## src/rtl/seg_display_driver_pkg.sv

```systemverilog
// Shared definitions for the seven-segment result display: FSM encoding,
// active-low glyph constants (bit6=a .. bit0=g) and the conversion length.
package seg_display_driver_pkg;

    typedef enum logic [1:0] {
        IDLE    = 2'd0,
        CONVERT = 2'd1,
        COMMIT  = 2'd2
    } state_t;

    localparam logic [6:0] GLYPH_0   = 7'b0000001;
    localparam logic [6:0] GLYPH_1   = 7'b1001111;
    localparam logic [6:0] GLYPH_2   = 7'b0010010;
    localparam logic [6:0] GLYPH_3   = 7'b0000110;
    localparam logic [6:0] GLYPH_4   = 7'b1001100;
    localparam logic [6:0] GLYPH_5   = 7'b0100100;
    localparam logic [6:0] GLYPH_6   = 7'b0100000;
    localparam logic [6:0] GLYPH_7   = 7'b0001111;
    localparam logic [6:0] GLYPH_8   = 7'b0000000;
    localparam logic [6:0] GLYPH_9   = 7'b0000100;
    localparam logic [6:0] SEG_BLANK = 7'b1111111;

    localparam int NUM_ITER = 8;
    localparam int ITER_W   = $clog2(NUM_ITER);

endpackage

```

## src/rtl/seg_display_driver_seg7.sv

```systemverilog
// Combinational BCD-to-glyph decoder; non-decimal codes and blank give all-off.
module seg7_decode
    import seg_display_driver_pkg::*;
(
    input  logic [3:0] digit,
    input  logic       blank,
    output logic [6:0] seg
);

    always_comb begin
        seg = SEG_BLANK;
        if (!blank) begin
            case (digit)
                4'd0:    seg = GLYPH_0;
                4'd1:    seg = GLYPH_1;
                4'd2:    seg = GLYPH_2;
                4'd3:    seg = GLYPH_3;
                4'd4:    seg = GLYPH_4;
                4'd5:    seg = GLYPH_5;
                4'd6:    seg = GLYPH_6;
                4'd7:    seg = GLYPH_7;
                4'd8:    seg = GLYPH_8;
                4'd9:    seg = GLYPH_9;
                default: seg = SEG_BLANK;
            endcase
        end
    end

endmodule

```

## src/rtl/seg_display_driver.sv

```systemverilog
// Converts an 8-bit result to BCD with a sequential double-dabble and scans it
// onto a three-digit multiplexed display with leading-zero blanking.
module seg_display_driver
    import seg_display_driver_pkg::*;
#(
    parameter int REFRESH_DIV = 50000
) (
    input  logic       clk,
    input  logic       rst_n,
    input  logic [7:0] returnValue,
    input  logic       overflow,
    input  logic       load,
    output logic       busy,
    output logic [6:0] seg,
    output logic       dp,
    output logic [2:0] an
);

    localparam int CW = $clog2(REFRESH_DIV);

    state_t            state_reg;
    logic [7:0]        bin_reg;
    logic [11:0]       bcd_reg;
    logic [ITER_W-1:0] iter_reg;
    logic              flag_reg;
    logic [11:0]       disp_bcd_reg;
    logic              disp_ovf_reg;
    logic [CW-1:0]     refresh_reg;
    logic [1:0]        digit_idx_reg;
    logic [7:0]        bcd_adj;

    // Only ones and tens need the +3 correction: for an 8-bit input the
    // hundreds nibble never exceeds 1 before a shift, so it never reaches 5.
    generate
        for (genvar gi = 0; gi < 2; gi++) begin : g_adj
            assign bcd_adj[gi*4 +: 4] = (bcd_reg[gi*4 +: 4] >= 4'd5) ?
                                        bcd_reg[gi*4 +: 4] + 4'd3 :
                                        bcd_reg[gi*4 +: 4];
        end
    endgenerate

    always_ff @(posedge clk or negedge rst_n) begin
        if (!rst_n) begin
            state_reg    <= IDLE;
            busy         <= 1'b0;
            bin_reg      <= '0;
            bcd_reg      <= '0;
            iter_reg     <= '0;
            flag_reg     <= 1'b0;
            disp_bcd_reg <= '0;
            disp_ovf_reg <= 1'b0;
        end else begin
            case (state_reg)
                IDLE: begin
                    if (load) begin
                        bin_reg   <= returnValue;
                        flag_reg  <= overflow;
                        bcd_reg   <= '0;
                        iter_reg  <= '0;
                        state_reg <= CONVERT;
                        busy      <= 1'b1;
                    end
                end
                CONVERT: begin
                    bcd_reg  <= {bcd_reg[10:8], bcd_adj, bin_reg[7]};
                    bin_reg  <= {bin_reg[6:0], 1'b0};
                    iter_reg <= iter_reg + 1'b1;
                    if (iter_reg == ITER_W'(NUM_ITER - 1)) begin
                        state_reg <= COMMIT;
                    end
                end
                COMMIT: begin
                    disp_bcd_reg <= bcd_reg;
                    disp_ovf_reg <= flag_reg;
                    state_reg    <= IDLE;
                    busy         <= 1'b0;
                end
                default: begin
                    state_reg <= IDLE;
                    busy      <= 1'b0;
                end
            endcase
        end
    end

    logic [3:0] nibble_sel;
    logic       blank_sel;
    logic [2:0] an_next;
    logic [6:0] glyph;

    always_comb begin
        nibble_sel = disp_bcd_reg[3:0];
        blank_sel  = 1'b0;
        an_next    = 3'b110;
        case (digit_idx_reg)
            2'd1: begin
                nibble_sel = disp_bcd_reg[7:4];
                blank_sel  = (disp_bcd_reg[11:8] == 4'd0) && (disp_bcd_reg[7:4] == 4'd0);
                an_next    = 3'b101;
            end
            2'd2: begin
                nibble_sel = disp_bcd_reg[11:8];
                blank_sel  = (disp_bcd_reg[11:8] == 4'd0);
                an_next    = 3'b011;
            end
            default: begin
                nibble_sel = disp_bcd_reg[3:0];
                blank_sel  = 1'b0;
                an_next    = 3'b110;
            end
        endcase
    end

    seg7_decode u_decode (
        .digit (nibble_sel),
        .blank (blank_sel),
        .seg   (glyph)
    );

    // an, seg and dp are registered together so they always describe one slot.
    always_ff @(posedge clk or negedge rst_n) begin
        if (!rst_n) begin
            refresh_reg   <= '0;
            digit_idx_reg <= 2'd0;
            an            <= 3'b110;
            seg           <= GLYPH_0;
            dp            <= 1'b1;
        end else begin
            if (refresh_reg == CW'(REFRESH_DIV - 1)) begin
                refresh_reg   <= '0;
                digit_idx_reg <= (digit_idx_reg == 2'd2) ? 2'd0 : digit_idx_reg + 2'd1;
            end else begin
                refresh_reg <= refresh_reg + 1'b1;
            end
            an  <= an_next;
            seg <= glyph;
            dp  <= !((digit_idx_reg == 2'd0) && disp_ovf_reg);
        end
    end

endmodule

```

## config.mk

```make
export PLATFORM = sky130hd
export DESIGN_NAME = seg_display_driver
export DESIGN_NICKNAME = d
export VERILOG_FILES = /design/src/rtl/seg_display_driver_pkg.sv /design/src/rtl/seg_display_driver_seg7.sv /design/src/rtl/seg_display_driver.sv
export SDC_FILE = /design/constraint.sdc
export NUM_CORES = 1
export LEC_CHECK = 0
export BUFFER_PORTS_ARGS = -buffer_cell sky130_fd_sc_hd__buf_2
export CAP_MARGIN = 20
export CORE_MARGIN = 4
export CORE_UTILIZATION = 35
export DETAILED_ROUTE_END_ITERATION = 7
export PLACE_DENSITY = 0.6
export REMOVE_ABC_BUFFERS = 1
export SLEW_MARGIN = 20
export SYNTH_ARGS = -nofsm -noshare
export SYNTH_HDL_FRONTEND = slang
export SYNTH_SLANG_ARGS = --single-unit
```

## constraint.sdc

```tcl
create_clock -name clk -period 3.8 [get_ports clk]
set_input_delay 0.38 -clock clk [delete_from_list [all_inputs] [get_ports clk]]
set_output_delay 0.38 -clock clk [all_outputs]
set_load 0.03 [all_outputs]
```

# Word-level counts from Yosys, hierarchy flattened
# Memories as Yosys holds them, arrays and structs flattened.
# Cells that the tools add are included.
# op_classes
n_addsub	5
magnitude_cmp	2
n_eq_ne	8
n_mux	19
bitwise_logic	1
n_reduce_logical	12
# op_table
op	count
12-bit case mux with 2 select lines	1
16-bit by 1-bit adder with 16-bit output (second input constant)	1
16-bit == test (second input constant)	1
16-bit two-way mux	1
8-bit case mux with 2 select lines	1
12-bit two-way mux	1
3-bit case mux with 2 select lines	2
4-bit by 2-bit adder with 4-bit output (second input constant)	2
4-bit by 3-bit greater-or-equal comparator with 1-bit output (second input constant)	2
4-bit zero test	2
4-bit two-way mux	2
8-bit two-way mux	1
4-bit case mux with 2 select lines	1
2-bit AND reduction	4
7-bit two-way mux	1
2-bit two-way mux	3
2-bit by 1-bit == test with 1-bit output (second input constant)	2
2-bit == test (second input constant)	2
2-bit zero test	2
2-bit inequality test (second input constant)	2
1-bit case mux with 2 select lines	2
2-bit case mux with 2 select lines	1
3-bit by 1-bit adder with 3-bit output (second input constant)	1
3-bit == test (second input constant)	1
other kinds (7)	8
# totals
ff_bits	69
mem_bits_ro	112
in_bits	12
out_inout_bits	12
word_cells	61
memories	1
# memory_table
name	words	word_bits	read_ports	rd_clocked_by_memory_dff	write_ports	line_no	source
(name not given)	16	7	1	0	0	seg_display_driver_seg7.sv:13	case (digit)

# Depth between registers and ports, before layout
# Gate-level depths: netlist (run 1).
# logic_depth
depth_word	4
depth_mapped	10
depth_no_buf	9

# Modules after synthesis
# Synthesis (run 1) repeated with hierarchy kept, for this count alone.
# hier_totals
cells_unflattened	297
hier_area_um2	3244.4
# modules_own_cells
module	n_inst	cells_per_inst	area_per_inst_um2	seq_area_each_um2
seg_display_driver	1	264	3009.1	1731.7
seg7_decode	1	33	235.2	0.0

# Least setup slack after synthesis (run 1)
# Ideal clock, no wire load.
# synth_path
path_type	register to register
startpoint	register digit_idx_reg[0]
endpoint	register seg[2]
setup_time_ns	0.083
t_arrival_ns	2.002
required_ns	3.717
setup_slack_ns	1.715
path_stages_with_launch	11
n_path_buf	1
synth_period_minus_slack_ns	2.085
path_cell_list	dfrtp_1 -> inv_1 -> ha_1 -> clkbuf_1 -> nor2_1 -> a21oi_1 -> inv_1 -> ha_1 -> a211oi_1 -> a211oi_1 -> o21ai_0
# synth_via
elab_chain_len	4
word_cells_on_any_way	6
classes_between	eq/ne (2); mux (3); memory (1)
# synth_lines
element	line_no	source
start: declaration	seg_display_driver.sv:29	logic [1:0] digit_idx_reg;
start signal: assignment	seg_display_driver.sv:131	digit_idx_reg <= (digit_idx_reg == 2'd2) ? 2'd0 : digit_idx_reg + 2'd1;
2-bit == test or 2-bit by 1-bit == test with 1-bit output (tied branches)	seg_display_driver.sv:95	case (digit_idx_reg)
4-bit case mux with 2 select lines	seg_display_driver.sv:95	
memory read 16 x 7 bit	--	
7-bit two-way mux *	seg_display_driver_seg7.sv:12	if (!blank) begin
net glyph[2]	seg_display_driver.sv:89	logic [6:0] glyph;
end signal: assignment	seg_display_driver.sv:136	seg <= glyph;
end: declaration	seg_display_driver.sv:14	output logic [6:0] seg,
# Mark *: on every way through the listed nets, which the timed path passes. The rest lies on a longest branch.
# A chain may end at the register's enable or synchronous reset.

# Worst setup path in the final report (run 1)
# Ends and elaborated chain as after synthesis.

==> metrics.txt, run 1 <==
Final TNS setup 0 ns; area delta synth->final 13.4%; CTS tree done; skew final 0.00894 ns; Post-Syn Instances 288; initial DRC count 75; max-cap violations 0; area of the multi-input gates 1400 µm²; post-route minimum period 2.25 ns; CP startpoint kind register; crit share post-route 59.3%; layout cells sized above 1 20.6%; worst slew pin tran 0.770 ns; Core Footprint 8850 µm²; global route overflow 0; first-pass GRT wire length 10000 µm; Leak 1.64 nW; quantity of I/O buffers inserted on ports 23; Worst-Skew Late Latency 0.34 ns; Setup CP Type register to register; deepest clock path buffer count 2; number of detailed-route iterations in the first pass 4; Critical Path RT 4.06 ns; Worst setup EP type register; RSZ-0062 raised after global routing false; final worst slack 1.55 ns; area occupied by registers 1730 µm²; sequential area share after synthesis 53.9%; HPWL Detailed 3900 µm; Worst Path Buf+Inv 2; Sink Count 69; final hold violations 0; Post-Syn Area 3210 µm²; worst-path cell chain inv_1 -> ha_1 -> nor2_1 -> a21oi_1 -> inv_1 -> ha_1 -> a211oi_1 -> a211oi_1 -> o21ai_0; vias in the first global route 2101; initial antenna violation count 0; Max rail drop VDD 0.340 mV; DIE AREA 10800 µm²; Worst-path clk slew 0.07 ns; Gates resized, CTS repair 0; r2r startpoint digit_idx_reg[0]; Reg-to-Reg End seg[2]; Slowest-stage cell, CP ha_1; H-tree depth 3; Synth Register Bits 69; wire per inst 12.9 µm; initial core utilization 36.3%; Std-Cell Rows 34; ANT cells 0; hold-fix buffers at CTS 0; via count 2120; status finished clean; drt drc 0; HP Class input pin to asynchronous set/reset pin; max reg flops 16; largest net degree at the start of global routing 33; final setup violation count 0; post-DR vias/cell 4.94; Pwr Density 654 nW/µm²; Max FO, Critical Path 13; CTS root buffer clkbuf_8; Arr. time, crit path 2.51 ns; Netlist cell types 38; I/O pin total 24; die width 104 µm; Nets 344; Routed Antenna Nets 0; Die Y 104 µm; Post-CTS Setup Repair Bufs 0; Slew Viols, Final 0; max-slew headroom at the worst pin 48.7%; pre-CTS setup slack 1.54 ns; Slowest Stage Delay on Critical Path 0.50 ns; total CTS buffers 9; routability cong. 0.810; critical path's top delay family compound AO/OA/AOI/OAI gates; Layout fillers 854; worst r2r path cells 9; GRT Overall Usage 11.3%; final WL 5540 µm; Max Clk Rate 444 MHz; Avg Cell Area, Syn 11.2 µm²; synth warn 0; R2R Setup Slk 1.55 ns
[cell type report]
class / count / share of cell area, %
flip-flops and latches: 69 / 47.5
multi-input cells: 195 / 38.5
clock buffers: 15 / 4.84
repair buffers: 26 / 3.78
well taps: 108 / 3.71
inverters: 15 / 1.55
clock inverters: 1 / 0.137
[metrics by stage]
stage               power (mW)  util, %  area [µm²]  hold WS, ns  cells
floorplan                 1.66        -        3180       0.0844    279
global placement          1.84     39.0        3450        0.382    413
detailed placement        1.86     39.0        3450        0.402    413
CTS                       2.42     41.1        3630       0.0927    429
global route              2.59     41.2        3640        0.121    429
finish                    2.38     41.2        3640       0.0769    429
[synthesized netlist by cell type, drive strengths merged]
library cell,number,area [µm²]
a22oi,4,30.0
and2,3,18.8
nor4b,2,17.5
a2111oi,1,8.76
inv,15,56.3
xnor2,11,96.3
nor2b,2,12.5
nand4,4,25.0
nor2,17,63.8
buf,4,20.0
o31ai,2,15.0
nand3,9,50.1
nor4,1,6.26
nand2b,3,18.8
mux2i,10,100
ha,16,200
xor2,6,52.6
o21ai,22,110
nand2,24,90.1
a22o,6,52.6
o21bai,1,7.51
mux2,18,203
dfrtp,65,1630
a21oi,11,55.1
a211oi,2,15.0
o211ai,4,30.0
or3,2,12.5
clkbuf,5,18.8
or4,1,7.51
o311ai,1,8.76
a31oi,1,6.26
nor3,6,30.0
a21o,2,15.0
or4b,1,10.0
dfstp,4,105
and4,2,18.8
[worst max-delay path by stage]
stage / startpoint / endpoint / slack (ns) / depth (start not counted)
finish: digit_idx_reg[0] / seg[2] / 1.55 / 9
detailed placement: digit_idx_reg[0] / seg[2] / 1.54 / 9
floorplan: digit_idx_reg[0] / seg[2] / 1.80 / 9
global placement: digit_idx_reg[0] / seg[2] / 1.66 / 9
CTS: digit_idx_reg[0] / seg[2] / 1.54 / 9
global route: digit_idx_reg[0] / seg[2] / 1.32 / 9
[layer usage]
metal | vias to the layer above | part of all wire, % | wire [µm] | GRT usage, %
li1 | 1066 | - | - | -
met1 | 1007 | 48 | 2670 | 15.1
met2 | 42 | 46 | 2560 | 17.0
met3 | 5 | 4.7 | 260 | 4.98
met4 | 0 | 0.92 | 51 | 2.28
met5 | - | 0 | 0 | 0
[cell families (layout without fill, tap and decap cells)]
| family | Yosys count | in the layout | synth area share, % |
|---|---|---|---|
| AOI/OAI and AO/OA | 57 | 57 | 11.0 |
| adders and majority gates | 16 | 16 | 6.23 |
| DFF | 69 | 69 | 53.9 |
| and+or+nand+nor | 77 | 77 | 11.9 |
| buffers and inverters | 24 | 57 | 2.96 |
| xor gates and xnor gates | 17 | 17 | 4.63 |
| muxes | 28 | 28 | 9.42 |
[placed cells by master, fill, tap and decap left out, types with 4 or more instances in the layout]
cell / n
o211ai_1: 4
dfstp_2: 4
nand4_1: 4
a22oi_1: 4
mux2i_1: 10
xnor2_1: 11
ha_1: 16
dfrtp_1: 65
a22o_1: 6
buf_2: 23
a21oi_1: 11
inv_1: 15
nor3_1: 6
o21ai_0: 22
nor2_1: 17
nand2_1: 24
clkbuf_8: 12
xor2_1: 6
nand3_1: 8
mux2_2: 18
[power by group]
group | internal (mW) | leakage [nW] | switching (mW)
combinational | 0.334 | 0.658 | 0.414
clock | 0.291 | 0.0937 | 0.251
sequential | 0.947 | 0.892 | 0.147
total | 1.57 | 1.64 | 0.812
(Power assumes the default switching activity.)
==> run 2: changes to the inputs <==
ABC_AREA = 1   (was not set)
PLACE_DENSITY = 0.62   (was 0.6)
clock period = 2 ns   (was 3.8 ns; I/O delays follow)
==> run 2 against run 1 <==
Largest power group unchanged. Cell count increased by 31%. Global-route usage increased by 1.2 points. Die area increased by 4.1%. Register-to-register slack got worse by 1.4 ns. Worst hold slack got worse by 0.0014 ns. Count of clock-buffer cells in the layout decreased by 6. Core utilization increased by 1.1 points. Fmax increased by 20%. First-iteration DRC count increased by 13%. Combinational power increased by 120%.
==> metrics.txt, run 2 <==
via count 2600; first-pass GRT wire length 11400 µm; CTS tree done; crit share post-route 93.8%; RSZ-0062 raised after global routing false; Post-synth EDFFs 0; CP startpoint kind register; final hold violations 0; dpl cell area 3650 µm²; Synth Area in Adders 5.97%; Sink Count 69; final setup violation count 0; critical path's top delay family simple AND/OR/NAND/NOR gates; Synth Register Bits 69; final instance area 3930 µm²; HP Class input pin to register; Synth async-reset ratio 100%; commonest non-fill, non-tap cell in the layout nand2_1; GRT Overall Usage 12.5%; synth warn 0; Arr. time, crit path 2.11 ns; Non-Filler Instances 563; drt drc 0; share of the synthesized area in the top cell type 48.5%; Metal-1 WL 3030 µm; Slowest Stage Delay on Critical Path 0.41 ns; status finished clean; met2 wire len 2990 µm; sequential area share after synthesis 51.6%; layout cells sized above 1 16.1%; skew final 0.00719 ns; placed cell count 545; Worst-path clk slew 0.08 ns; Max Clk Rate 533 MHz; DR top layer met4; worst slew pin tran 0.677 ns; r2r startpoint digit_idx_reg[1]; Post-Syn Instances 394; Synth area leader dfrtp_1; Final TNS setup 0 ns; area delta synth->final 17.1%; global route overflow 0; Routed Antenna Nets 0; Setup CP Type register to register; H-tree depth 3; leading post-synthesis cells by instance count nand2_1 (98), dfrtp_1 (65), nor2_1 (45); Worst Path Buf+Inv 2; post-DR vias/cell 4.62; vias in the first global route 2573; worst r2r path cells 9; R2R Setup Slk 0.12 ns; initial DRC count 85; xor and xnor area share after synthesis 2.35%; Critical Path End seg[3]; post-route minimum period 1.88 ns; Netlist cell types 31; HPWL Detailed 4470 µm; total CTS buffers 9; die width 106 µm; quantity of I/O buffers inserted on ports 23; max-slew headroom at the worst pin 54.8%; number of detailed-route iterations in the first pass 4; pre-CTS setup slack 0.00598 ns; DIE AREA 11200 µm²; CTS root buffer clkbuf_8; most common cell in the netlist nand2_1; Pwr Density 1300 nW/µm²; ranking of synthesized cells by area dfrtp_1 (48%), nand2_1 (11%), ha_1 (6.0%), nor2_1 (5.0%), inv_1 (4.9%); Compound-Gate Fraction of Synth Area 9.40%; final WL 6360 µm; Max FO, Critical Path 6; largest family of logic cells by synthesized area simple AND/OR/NAND/NOR gates; Critical Path RT 2.24 ns; Avg Cell Area, Syn 8.52 µm²; mux share of post-synthesis cell area 0%; final worst slack 0.125 ns; max-cap violations 0; Main synth FF type dfrtp_1; Slew Viols, Final 0; wire per inst 11.3 µm; Max rail drop VDD 0.673 mV; Std-Cell Rows 35; Core Footprint 9280 µm²; I/O pin total 24; deepest clock path buffer count 2; Die Y 106 µm; Slowest-stage cell, CP dfrtp_1; max reg flops 16; Simple-Gate Fraction of Synth Area 24.3%; initial antenna violation count 0; Leak 1.94 nW; Levels on crit path 9; Worst Hold Slack 0.0754 ns; largest net degree at the start of global routing 70; DR WL met3 272 µm; Post-Syn Area 3360 µm²; post-layout util 42.3%; routability cong. 0.804; Worst-Skew Late Latency 0.35 ns; Nets 457; initial core utilization 36.1%; total power 5.09 mW; Reg-to-Reg End seg[3]; commonest non-fill, non-tap cells in the layout nand2_1 (97), dfrtp_1 (65), nor2_1 (45), inv_1 (42), o21ai_0 (31); Setup crit start digit_idx_reg[1]; worst-path cell chain inv_2 -> ha_4 -> or2_4 -> nand2_4 -> inv_1 -> ha_1 -> nand3b_1 -> nand3_1 -> nand2_1; ANT cells 0; Worst setup EP type register
-- run 2: changes by cell type after synthesis, sizes merged, moves of 5 or more --
cell / previous run / this run
inv: 15 / 48
mux2: 18 / 0
mux2i: 10 / 0
nand2: 24 / 105
nand3: 9 / 24
nor2: 17 / 46
nor3: 6 / 1
o21ai: 22 / 34
o22ai: 0 / 8
xnor2: 11 / 0
-- run 2: power breakdown --
group	switching [mW]	leakage [nW]	total, mW	internal [mW]
clock	0.562	0.116	1.40	0.834
combinational	1.04	0.972	1.64	0.606
sequential	0.229	0.856	2.05	1.82
total	1.83	1.94	5.09	3.26
-- run 2: layer usage --
metal  global-route usage, %  up-vias
li1                        -     1324
met1                    15.7     1220
met2                    20.1       49
met3                    4.25        7
met4                    4.16        0
met5                       0        -
-- run 2: worst min-delay path, cell delays in order --
cell	delay (ns)
buf_2	0.07
nand3_1	0.06
nand2_1	0.05
-- run 2: cells by family after synthesis --
family	Yosys count
AND/OR/NAND/NOR	188
flip-flops	69
AO/OA/AOI/OAI	58
buffers and inverters	54
adder cells (fa/ha/maj)	16
XOR/XNOR	9
-- run 2: layout make-up --
type | count | area [µm²]
Clock buffer | 9 | 124
Sequential cell | 69 | 1730
Inverter | 48 | 180
Multi-Input combinational cell | 271 | 1430
Clock inverter | 7 | 123
Timing Repair Buffer | 30 | 183
Tap cell | 129 | 161
Fill cell | 953 | 5360
-- run 2: worst min path at each step --
| stage | startpoint | end | cells after the start |
|---|---|---|---|
| after floorplan | rst_n | an[0] | 0 |
| after global placement | rst_n | refresh_reg[13] | 2 |
| after detailed placement | rst_n | refresh_reg[11] | 2 |
| after CTS | returnValue[0] | bin_reg[0] | 3 |
| after global routing | returnValue[0] | bin_reg[0] | 3 |
| final | returnValue[0] | bin_reg[0] | 3 |
-- run 2: what timing repair did --
item	4_1_cts	5_1_grt
endpoints found under the hold margin	65	0
buffers inserted	0	1
resized for setup	1	4
hold buffers	1	0
endpoints found under the setup margin	1	4
==> run 3: changes to the inputs <==
BUFFER_PORTS_ARGS = -buffer_cell sky130_fd_sc_hd__buf_4   (was -buffer_cell sky130_fd_sc_hd__buf_2)
RECOVER_POWER = 25   (was not set)
TNS_END_PERCENT = 1   (was not set)
==> run 3 against run 2 <==
Register-to-register slack barely moved. Flip-flop and latch count did not move. Core utilization rose by 0.43 points. Cell area rose by 1.0%. Via count fell by 2.4%. Critical path type unchanged. Largest cell class unchanged.
==> metrics.txt, run 3 (synthesis gave the netlist of run 2 again) <==
worst slew pin tran 0.885 ns; DIE AREA 11200 µm²; Die Y 106 µm; drt drc 0; final WL 6300 µm; Nets 458; status finished clean; initial core utilization 36.1%; routability cong. 0.822; post-DR vias/cell 4.50; crit share post-route 93.8%; Worst Hold Slack 0.0909 ns; Sink Count 69; RSZ-0062 raised after global routing false; CP startpoint kind register; Core Footprint 9280 µm²; area delta synth->final 18.3%; Arr. time, crit path 2.11 ns; largest net degree at the start of global routing 37; I/O pin total 24; Worst setup EP type register; CTS tree done; wire per inst 11.2 µm; final hold violations 0; deepest clock path buffer count 2; Std-Cell Rows 35; via count 2538; final setup violation count 0; Worst-Skew Late Latency 0.34 ns; Leak 1.97 nW; number of detailed-route iterations in the first pass 4; GRT Overall Usage 12.2%; layout cells sized above 1 15.9%; Slew Viols, Final 0; total power 5.03 mW; Worst-path clk slew 0.08 ns; commonest non-fill, non-tap cell in the layout nand2_1; quantity of I/O buffers inserted on ports 23; Max FO, Critical Path 6; Setup CP Type register to register; Pwr Density 1270 nW/µm²; HPWL Detailed 4500 µm; total CTS buffers 9; commonest non-fill, non-tap cells in the layout nand2_1 (97), dfrtp_1 (65), nor2_1 (45), inv_1 (44), o21ai_0 (31); first-pass GRT wire length 11300 µm; Critical Path RT 2.24 ns; max-cap violations 0; post-route minimum period 1.88 ns; ANT cells 0; Routed Antenna Nets 0; skew final 0.00827 ns; max-slew headroom at the worst pin 41.0%; HP Class input pin to register; vias in the first global route 2545; Max Clk Rate 533 MHz; CTS root buffer clkbuf_8; global route overflow 0; max reg flops 16; H-tree depth 3; die width 106 µm; Max rail drop VDD 0.705 mV; Final TNS setup 0 ns; initial antenna violation count 0; initial DRC count 72
[run 3: worst paths after layout]
| path | startpoint | endpoint | slack (ns) | cells past startpoint |
|---|---|---|---|---|
| min reg2reg | disp_ovf_reg | dp | 0.42 | 1 |
| max in group asynchronous | rst_n | disp_bcd_reg[2] | 0.81 | 3 |
| min in group asynchronous | rst_n | an[0] | 0.51 | 2 |
| max reg2reg | digit_idx_reg[0] | seg[3] | 0.12 | 9 |
| min | returnValue[0] | bin_reg[0] | 0.09 | 3 |
| max | digit_idx_reg[0] | seg[3] | 0.12 | 9 |
[run 3: metal layers]
layer | GRT usage [%] | part of all wire (%) | up-vias | routed length, µm
met5 | 0 | 0 | - | 0
met1 | 15.7 | 49 | 1168 | 3070
li1 | - | - | 1326 | -
met2 | 20.2 | 46 | 35 | 2930
met4 | 3.61 | 1.1 | 0 | 71
met3 | 3.22 | 3.6 | 9 | 228
[run 3: area by class of cell]
class / count / area [µm²]
Clock buffer: 10 / 138
Timing Repair Buffer: 31 / 245
Fill cell: 948 / 5320
Inverter: 48 / 180
Multi-Input combinational cell: 271 / 1430
Clock inverter: 6 / 86.3
Sequential cell: 69 / 1730
Tap cell: 129 / 161
[run 3: report_power, final]
part | internal, mW | switching [mW] | total, mW
Combinational | 0.653 | 1.03 | 1.69
Clock | 0.734 | 0.551 | 1.29
Sequential | 1.82 | 0.231 | 2.06
Total | 3.21 | 1.82 | 5.03
[run 3: through the flow]
stage / worst slack, ns / instances / util, % / cell area, µm²
final: 0.124 / 564 / 42.7 / 3970
after global routing: 0.00507 / 564 / 42.7 / 3970
after CTS: 0.0100 / 563 / 42.5 / 3950
after detailed placement: 0.0111 / 546 / 40.0 / 3710
after global placement: 0.0962 / 546 / 40.0 / 3710
after floorplan: 0.0867 / 388 / - / 3320
[run 3: what timing repair did]
| item | in CTS | in global routing |
|---|---|---|
| endpoints found under the hold margin | 31 | 0 |
| setup buffers | 0 | 1 |
| resized for setup | 0 | 5 |
| endpoints found under the setup margin | 0 | 4 |
| hold buffers | 1 | 0 |
[run 3: critical path, stage by stage, from the launching register on]
cell and delay [ns]:
dfrtp_1 0.38, inv_1 0.13, ha_4 0.24, or2_4 0.26, nand2_4 0.10, inv_1 0.08
ha_1 0.27, nand3b_1 0.18, nand3_1 0.09, nand2_1 0.05
